<file path="src/rtl/pool_2x2.sv">
// pool_2x2: 2x2 max pooling over a raster-scanned multi-channel stream.
// The block keeps one horizontal pair in hreg, and the pair maxima of
// even lines in a half-width line buffer. On odd lines it combines the
// stored maxima with the current pair maxima. A two-stage pipeline
// registers the pooled pixel and its coordinates.
module pool_2x2 #(
  parameter int WIDTH    = 4,
  parameter int HEIGHT   = 4,
  parameter int W_WIDTH  = 6,
  parameter int W_HEIGHT = 5,
  parameter int BITW     = 8,
  parameter int UNITS    = 2
) (
  input  logic                          clock,
  input  logic                          rst,
  input  logic                          in_enable,
  input  logic [BITW*UNITS-1:0]         in_pixels,
  input  logic [$clog2(W_HEIGHT)-1:0]   in_vcnt,
  input  logic [$clog2(W_WIDTH)-1:0]    in_hcnt,
  output logic                          out_valid,
  output logic [BITW*UNITS-1:0]         out_pixels,
  output logic [$clog2(W_HEIGHT)-1:0]   out_vcnt,
  output logic [$clog2(W_WIDTH)-1:0]    out_hcnt
);

  localparam int PW       = BITW * UNITS;
  localparam int VW       = $clog2(W_HEIGHT);
  localparam int HW       = $clog2(W_WIDTH);
  localparam int LB_DEPTH = WIDTH / 2;
  localparam int LB_AW    = (LB_DEPTH > 1) ? $clog2(LB_DEPTH) : 1;

  typedef enum logic [0:0] {
    WAIT_SOF = 1'b0,
    RUN      = 1'b1
  } state_t;

  state_t state;
  state_t state_next;

  // Signed maximum of one channel; ties return either operand (identical).
  function automatic logic [BITW-1:0] smax(input logic [BITW-1:0] a,
                                           input logic [BITW-1:0] b);
    return ($signed(a) >= $signed(b)) ? a : b;
  endfunction

  logic             in_active;
  logic             sof;
  logic             accept;
  logic             col_odd;
  logic             line_odd;
  logic             lb_write;
  logic             lb_read;
  logic [LB_AW-1:0] lb_idx;

  logic [PW-1:0]    hreg;
  logic [PW-1:0]    hmax;
  logic [PW-1:0]    linebuf [0:LB_DEPTH-1];

  logic             s1_valid;
  logic [PW-1:0]    s1_hmax;
  logic [PW-1:0]    s1_lb;
  logic [VW-1:0]    s1_vcnt;
  logic [HW-1:0]    s1_hcnt;
  logic [PW-1:0]    vmax;

  // Samples outside the active window (blanking) never touch state.
  assign in_active = (32'(in_vcnt) < 32'(HEIGHT)) && (32'(in_hcnt) < 32'(WIDTH));
  assign sof       = in_enable && (in_vcnt == '0) && (in_hcnt == '0);
  // The start-of-frame sample itself is accepted while still in WAIT_SOF.
  assign accept    = !rst && in_enable && in_active && ((state == RUN) || sof);
  assign col_odd   = in_hcnt[0];
  assign line_odd  = in_vcnt[0];
  assign lb_idx    = LB_AW'(in_hcnt >> 1);
  // Writes only on even lines, reads only on odd lines: never both at once.
  assign lb_write  = accept && !line_odd && col_odd;
  assign lb_read   = accept && line_odd && col_odd;

  // FSM state register.
  always_ff @(posedge clock) begin
    if (rst) begin
      state <= WAIT_SOF;
    end else begin
      state <= state_next;
    end
  end

  // FSM next state: wait for the first pixel of a frame, then run forever.
  always_comb begin
    state_next = state;
    case (state)
      WAIT_SOF: begin
        if (sof) begin
          state_next = RUN;
        end else begin
          state_next = WAIT_SOF;
        end
      end
      RUN: begin
        state_next = RUN;
      end
      default: begin
        state_next = WAIT_SOF;
      end
    endcase
  end

  // Hold the even-column sample until its odd-column partner arrives.
  always_ff @(posedge clock) begin
    if (rst) begin
      hreg <= '0;
    end else if (accept && !col_odd) begin
      hreg <= in_pixels;
    end else begin
      hreg <= hreg;
    end
  end

  // Per-channel horizontal max of the held sample and the current sample.
  always_comb begin
    hmax = '0;
    for (int u = 0; u < UNITS; u++) begin
      hmax[u*BITW +: BITW] = smax(hreg[u*BITW +: BITW], in_pixels[u*BITW +: BITW]);
    end
  end

  // Line buffer write of even-line pair maxima; contents are not reset.
  always_ff @(posedge clock) begin
    if (lb_write) begin
      linebuf[lb_idx] <= hmax;
    end
  end

  // Pipeline stage 1: capture pair max, stored line max and coordinates.
  always_ff @(posedge clock) begin
    if (rst) begin
      s1_valid <= 1'b0;
      s1_hmax  <= '0;
      s1_lb    <= '0;
      s1_vcnt  <= '0;
      s1_hcnt  <= '0;
    end else begin
      s1_valid <= lb_read;
      if (lb_read) begin
        s1_hmax <= hmax;
        s1_lb   <= linebuf[lb_idx];
        s1_vcnt <= in_vcnt >> 1;
        s1_hcnt <= in_hcnt >> 1;
      end
    end
  end

  // Per-channel vertical max completing the 2x2 window.
  always_comb begin
    vmax = '0;
    for (int u = 0; u < UNITS; u++) begin
      vmax[u*BITW +: BITW] = smax(s1_lb[u*BITW +: BITW], s1_hmax[u*BITW +: BITW]);
    end
  end

  // Pipeline stage 2: registered outputs that hold between pulses.
  always_ff @(posedge clock) begin
    if (rst) begin
      out_valid  <= 1'b0;
      out_pixels <= '0;
      out_vcnt   <= '0;
      out_hcnt   <= '0;
    end else begin
      out_valid <= s1_valid;
      if (s1_valid) begin
        out_pixels <= vmax;
        out_vcnt   <= s1_vcnt;
        out_hcnt   <= s1_hcnt;
      end
    end
  end

endmodule
</file>
<file path="config.mk">
export PLATFORM = sky130hd
export DESIGN_NAME = pool_2x2
export DESIGN_NICKNAME = d
export VERILOG_FILES = /design/src/rtl/pool_2x2.sv
export SDC_FILE = /design/constraint.sdc
export NUM_CORES = 1
export LEC_CHECK = 0
export ABC_AREA = 1
export CORE_AREA = 5 5 87 122
export DETAILED_ROUTE_END_ITERATION = 8
export DIE_AREA = 0 0 92 127
export PLACE_DENSITY = 0.86
export SLEW_MARGIN = 20
export SYNTH_ARGS = -nofsm -noshare
export SYNTH_HDL_FRONTEND = slang
export SYNTH_SLANG_ARGS = --single-unit
export TNS_END_PERCENT = 50
</file>
<file path="constraint.sdc">
create_clock -name clock -period 2.44 [get_ports clock]
set_clock_uncertainty 0.1 [all_clocks]
set_input_delay 0.366 -clock clock [delete_from_list [all_inputs] [get_ports clock]]
set_output_delay 0.366 -clock clock [all_outputs]
set_load 0.1 [all_outputs]
</file>
==> results of run 1 <==
-- state kept, by name, indices dropped and copies added, names as in the netlist, 2 cells and up --
register and count:
out_pixels 16, out_hcnt 2, hreg 16, s1_vcnt 2, s1_hcnt 2, linebuf 32, s1_hmax 16, s1_lb 16
out_vcnt 2
-- synthesized netlist by cell type, types with 2 or more instances --
| cell | number |
|---|---|
| or2_2 | 2 |
| buf_2 | 4 |
| nand4_2 | 2 |
| nand3_2 | 6 |
| ha_1 | 32 |
| buf_1 | 5 |
| nand2_2 | 4 |
| a211oi_1 | 2 |
| clkbuf_1 | 11 |
| inv_1 | 81 |
| nand4_1 | 35 |
| dfxtp_1 | 75 |
| o21ai_0 | 3 |
| nand3_1 | 34 |
| or2_0 | 6 |
| buf_4 | 5 |
| edfxtp_1 | 32 |
| or2_1 | 6 |
| nand2_1 | 220 |
| a21o_1 | 2 |
| a21oi_1 | 76 |
| nor2_1 | 24 |
-- cells in the final DEF, fill, tap and decap left out, drive strengths merged --
| master | n |
|---|---|
| ha | 32 |
| edfxtp | 32 |
| clkdlybuf4s50 | 23 |
| clkinvlp | 1 |
| a211oi | 2 |
| nand4 | 38 |
| clkinv | 4 |
| or2 | 14 |
| dfxtp | 75 |
| a21o | 2 |
| nor2 | 24 |
| inv | 81 |
| clkbuf | 11 |
| a31o | 1 |
| bufinv | 2 |
| nand3b | 1 |
| nand3 | 40 |
| a21oi | 76 |
| buf | 49 |
| nand2 | 224 |
| conb | 2 |
| nor3 | 1 |
| nor4 | 1 |
| o21ai | 3 |
| nor2b | 1 |
-- power by group --
group,switching (uW),leakage (uW),total (uW),internal [uW]
Combinational,113,0.00175,188,75.2
Clock,619,0.000150,1510,896
Sequential,0.214,0.000895,1830,1830
Total,732,0.00279,3530,2800
-- metal layers --
metal / up-vias / share of wire [%] / GRT usage [%] / wire length [um]
met5: - / 0 / 0 / 0
met4: 0 / 2.5 / 10.59 / 266
met3: 20 / 4.6 / 3.118 / 496
met2: 101 / 52 / 34.94 / 5507
met1: 2019 / 41 / 20.25 / 4416
li1: 2322 / - / - / -
-- through the flow --
| step | setup TNS (ns) | total power (uW) | hold WS [ns] |
|---|---|---|---|
| floorplan | 0 | 1973 | 0.3181 |
| global placement | -2.787 | 2047 | 0.3255 |
| detailed placement | -5.994 | 2055 | 0.3319 |
| CTS | 0 | 3548 | 0.3417 |
| global route | 0 | 3636 | 0.3772 |
| finish | 0 | 3532 | 0.3419 |
-- worst min-delay path, delay by kind of cell (launching register included) --
kind / cells / cell delay (ns)
flip-flops: 1 / 0.31
AND/OR/NAND/NOR: 2 / 0.09
-- kinds of logic (layout without fill, tap and decap cells) --
group | Yosys count | count (layout) | share of synthesized area [%]
AND/OR/NAND/NOR | 344 | 344 | 29.52
adder cells (fa/ha/maj) | 32 | 32 | 7.540
other | 1 | 2 | 0.07062
buffers and inverters | 109 | 171 | 8.318
AO/OA/AOI/OAI | 84 | 84 | 8.176
flip-flops | 107 | 107 | 46.37
-- area by class of cell --
class / instances / area, um^2 / area share, %
repair buffers: 72 / 595.6 / 9.547
flip-flops and latches: 107 / 2462 / 39.47
clock inverters: 5 / 77.57 / 1.243
clock buffers: 11 / 232.7 / 3.730
inverters: 83 / 312.8 / 5.014
multi-input cells: 462 / 2420 / 38.79
well taps: 110 / 137.6 / 2.206
-- final timing paths --
path	to	depth (start not counted)	slack, ns
max	linebuf[0][1]$_DFFE_PP_	13	0.29
min reg2reg	s1_vcnt[1]$_SDFFE_PP0P_	2	0.34
max reg2reg	out_pixels[1]$_SDFFE_PP0P_	9	0.29
min	s1_vcnt[1]$_SDFFE_PP0P_	2	0.34
-- repair_timing --
| item | CTS | global route |
|---|---|---|
| setup endpoints to repair | 0 | 43 |
| gates resized for setup | 0 | 2 |
| setup buffers | 0 | 0 |
==> run summary, run 1 <==
Status - finished clean
Yosys cell types - 32
Pwr Density - 566.1 mW/mm^2
Crit path DAT - 2.15 ns
Clock latency on the worst-skew pair - 0.35 ns
# Max-Cap Violations - 0
Full die area - 0.01168 mm^2
Most used cell, CP - nand2_1
Area leader, netlist - dfxtp_1
RSZ-0062 raised after global routing - false
Seq/Total Area, Yosys - 46.37%
Critical R2R Launch - s1_hmax[7]$_SDFFE_PP0P_
Clock period minus final worst setup slack - 2.154 ns
Htree depth - 3
Fill cells - 758
Worst IR Drop VDD - 387.2 uV
FFs w/ async S/R, synth - 0%
Slowest CP cell - clkdlybuf4s50_1
Worst hold path class - reg2reg
Worst setup margin - 0.2859 ns
DR vias/cell - 5.249
Setup WS pre-CTS - -0.1617 ns
Drt drc - 0
Share of the synthesized area in the top cell type - 28.28%
Leak Pwr - 0.002794 uW
Ys flop type - dfxtp_1
CP endpoint kind - flip-flop
CTS Sinks - 107
# rows - 42
Yosys warns - 0
Antenna Nets Post-Route - 0
Required time worst endpoint - 2.43 ns
Initial DRT Pass Iterations - 5
Slowest stage delay, CP - 0.48 ns
Clock-pin transition on the worst setup and hold timing paths - 0.06 ns
WL per Instance - 12.57 um
Final Hold Violating Endpoints - 0
Ranking of synthesized cells by area - dfxtp_1 (28%), edfxtp_1 (18%), nand2_1 (16%)
Finished Layout Cells - 850
Buffers & Inverters on Critical Path - 3
Avg Cell Area, Syn - 7.844 um^2
Initial antenna violation count - 0
EDFF count, synth - 32
Initial DRC count - 231
DIE WIDTH - 92 um
CP max FO - 8
Period utilization - 88.28%
Die Height - 127 um
Crit path max-delay family - simple AND/OR/NAND/NOR gates
CTS root buffer - clkbuf_16
HP Start - s1_vcnt[1]$_SDFFE_PP0P_
Utilization after layout - 66.69%
Slew Viols, Final - 0
Antenna diode count - 0
Synth Register Bits - 107
Crit-path cells - clkdlybuf4s50_1 -> inv_1 -> ha_1 -> inv_1 -> nor2_1 -> o21ai_0 -> nand2_1 -> nand2_1 -> nand2_1 -> nand2_2 -> nand3_2 -> nand2_1 -> nand2_1
Placed cell area - 0.005918 mm^2
Clk buf depth - 2
GRT Total Usage - 18.92%
# IOs - 48
Core area - 0.009354 mm^2
Critical Path Source - in_pixels[1]
Vias in the first global route - 4387
First-pass GRT wire length - 18260 um
Starting density of the core - 56.77%
Placed insts - 834
Achievable Freq - 464.2 MHz
Slew HR - 50.72%
Setup violations, final - 0
Detailed Place HPWL - 7842 um
TritonCTS clock tree - yes
Overflow after GRT - 0
WS Path Type - in2reg
CTS Hold Buffers Added - 0
IO Port Bufs - 45
Gpl congestion - 0.8458
Routed WL - 10690 um
CP startpoint kind - input pin
Via count - 4462
Area Overhead vs Synth - 17.48%
Largest net degree at the start of global routing - 75
Post-route cell area - 0.006238 mm^2
Cts bufs inserted - 9
Share of cells above drive strength 1 - 11.35%
Fin nets - 792
Post-Syn Instances - 677
Slew @ Worst Pin - 0.7392 ns
Mapped cell area - 0.005310 mm^2
Note: power is estimated with default switching activity, not from simulation.
==> run 2, diff against run 1 <==
Settings changed: CAP_MARGIN set to 20, SKIP_LAST_GASP set to 1, TNS_END_PERCENT 50 to not set.
==> results of run 2 <==
Final layout, timing and power as in run 1 (identical DEF).
==> run 3, diff against run 2 <==
Settings changed: CAP_MARGIN 20 to 10.
==> results of run 3 <==
Final layout, timing and power as in run 1 (identical DEF).
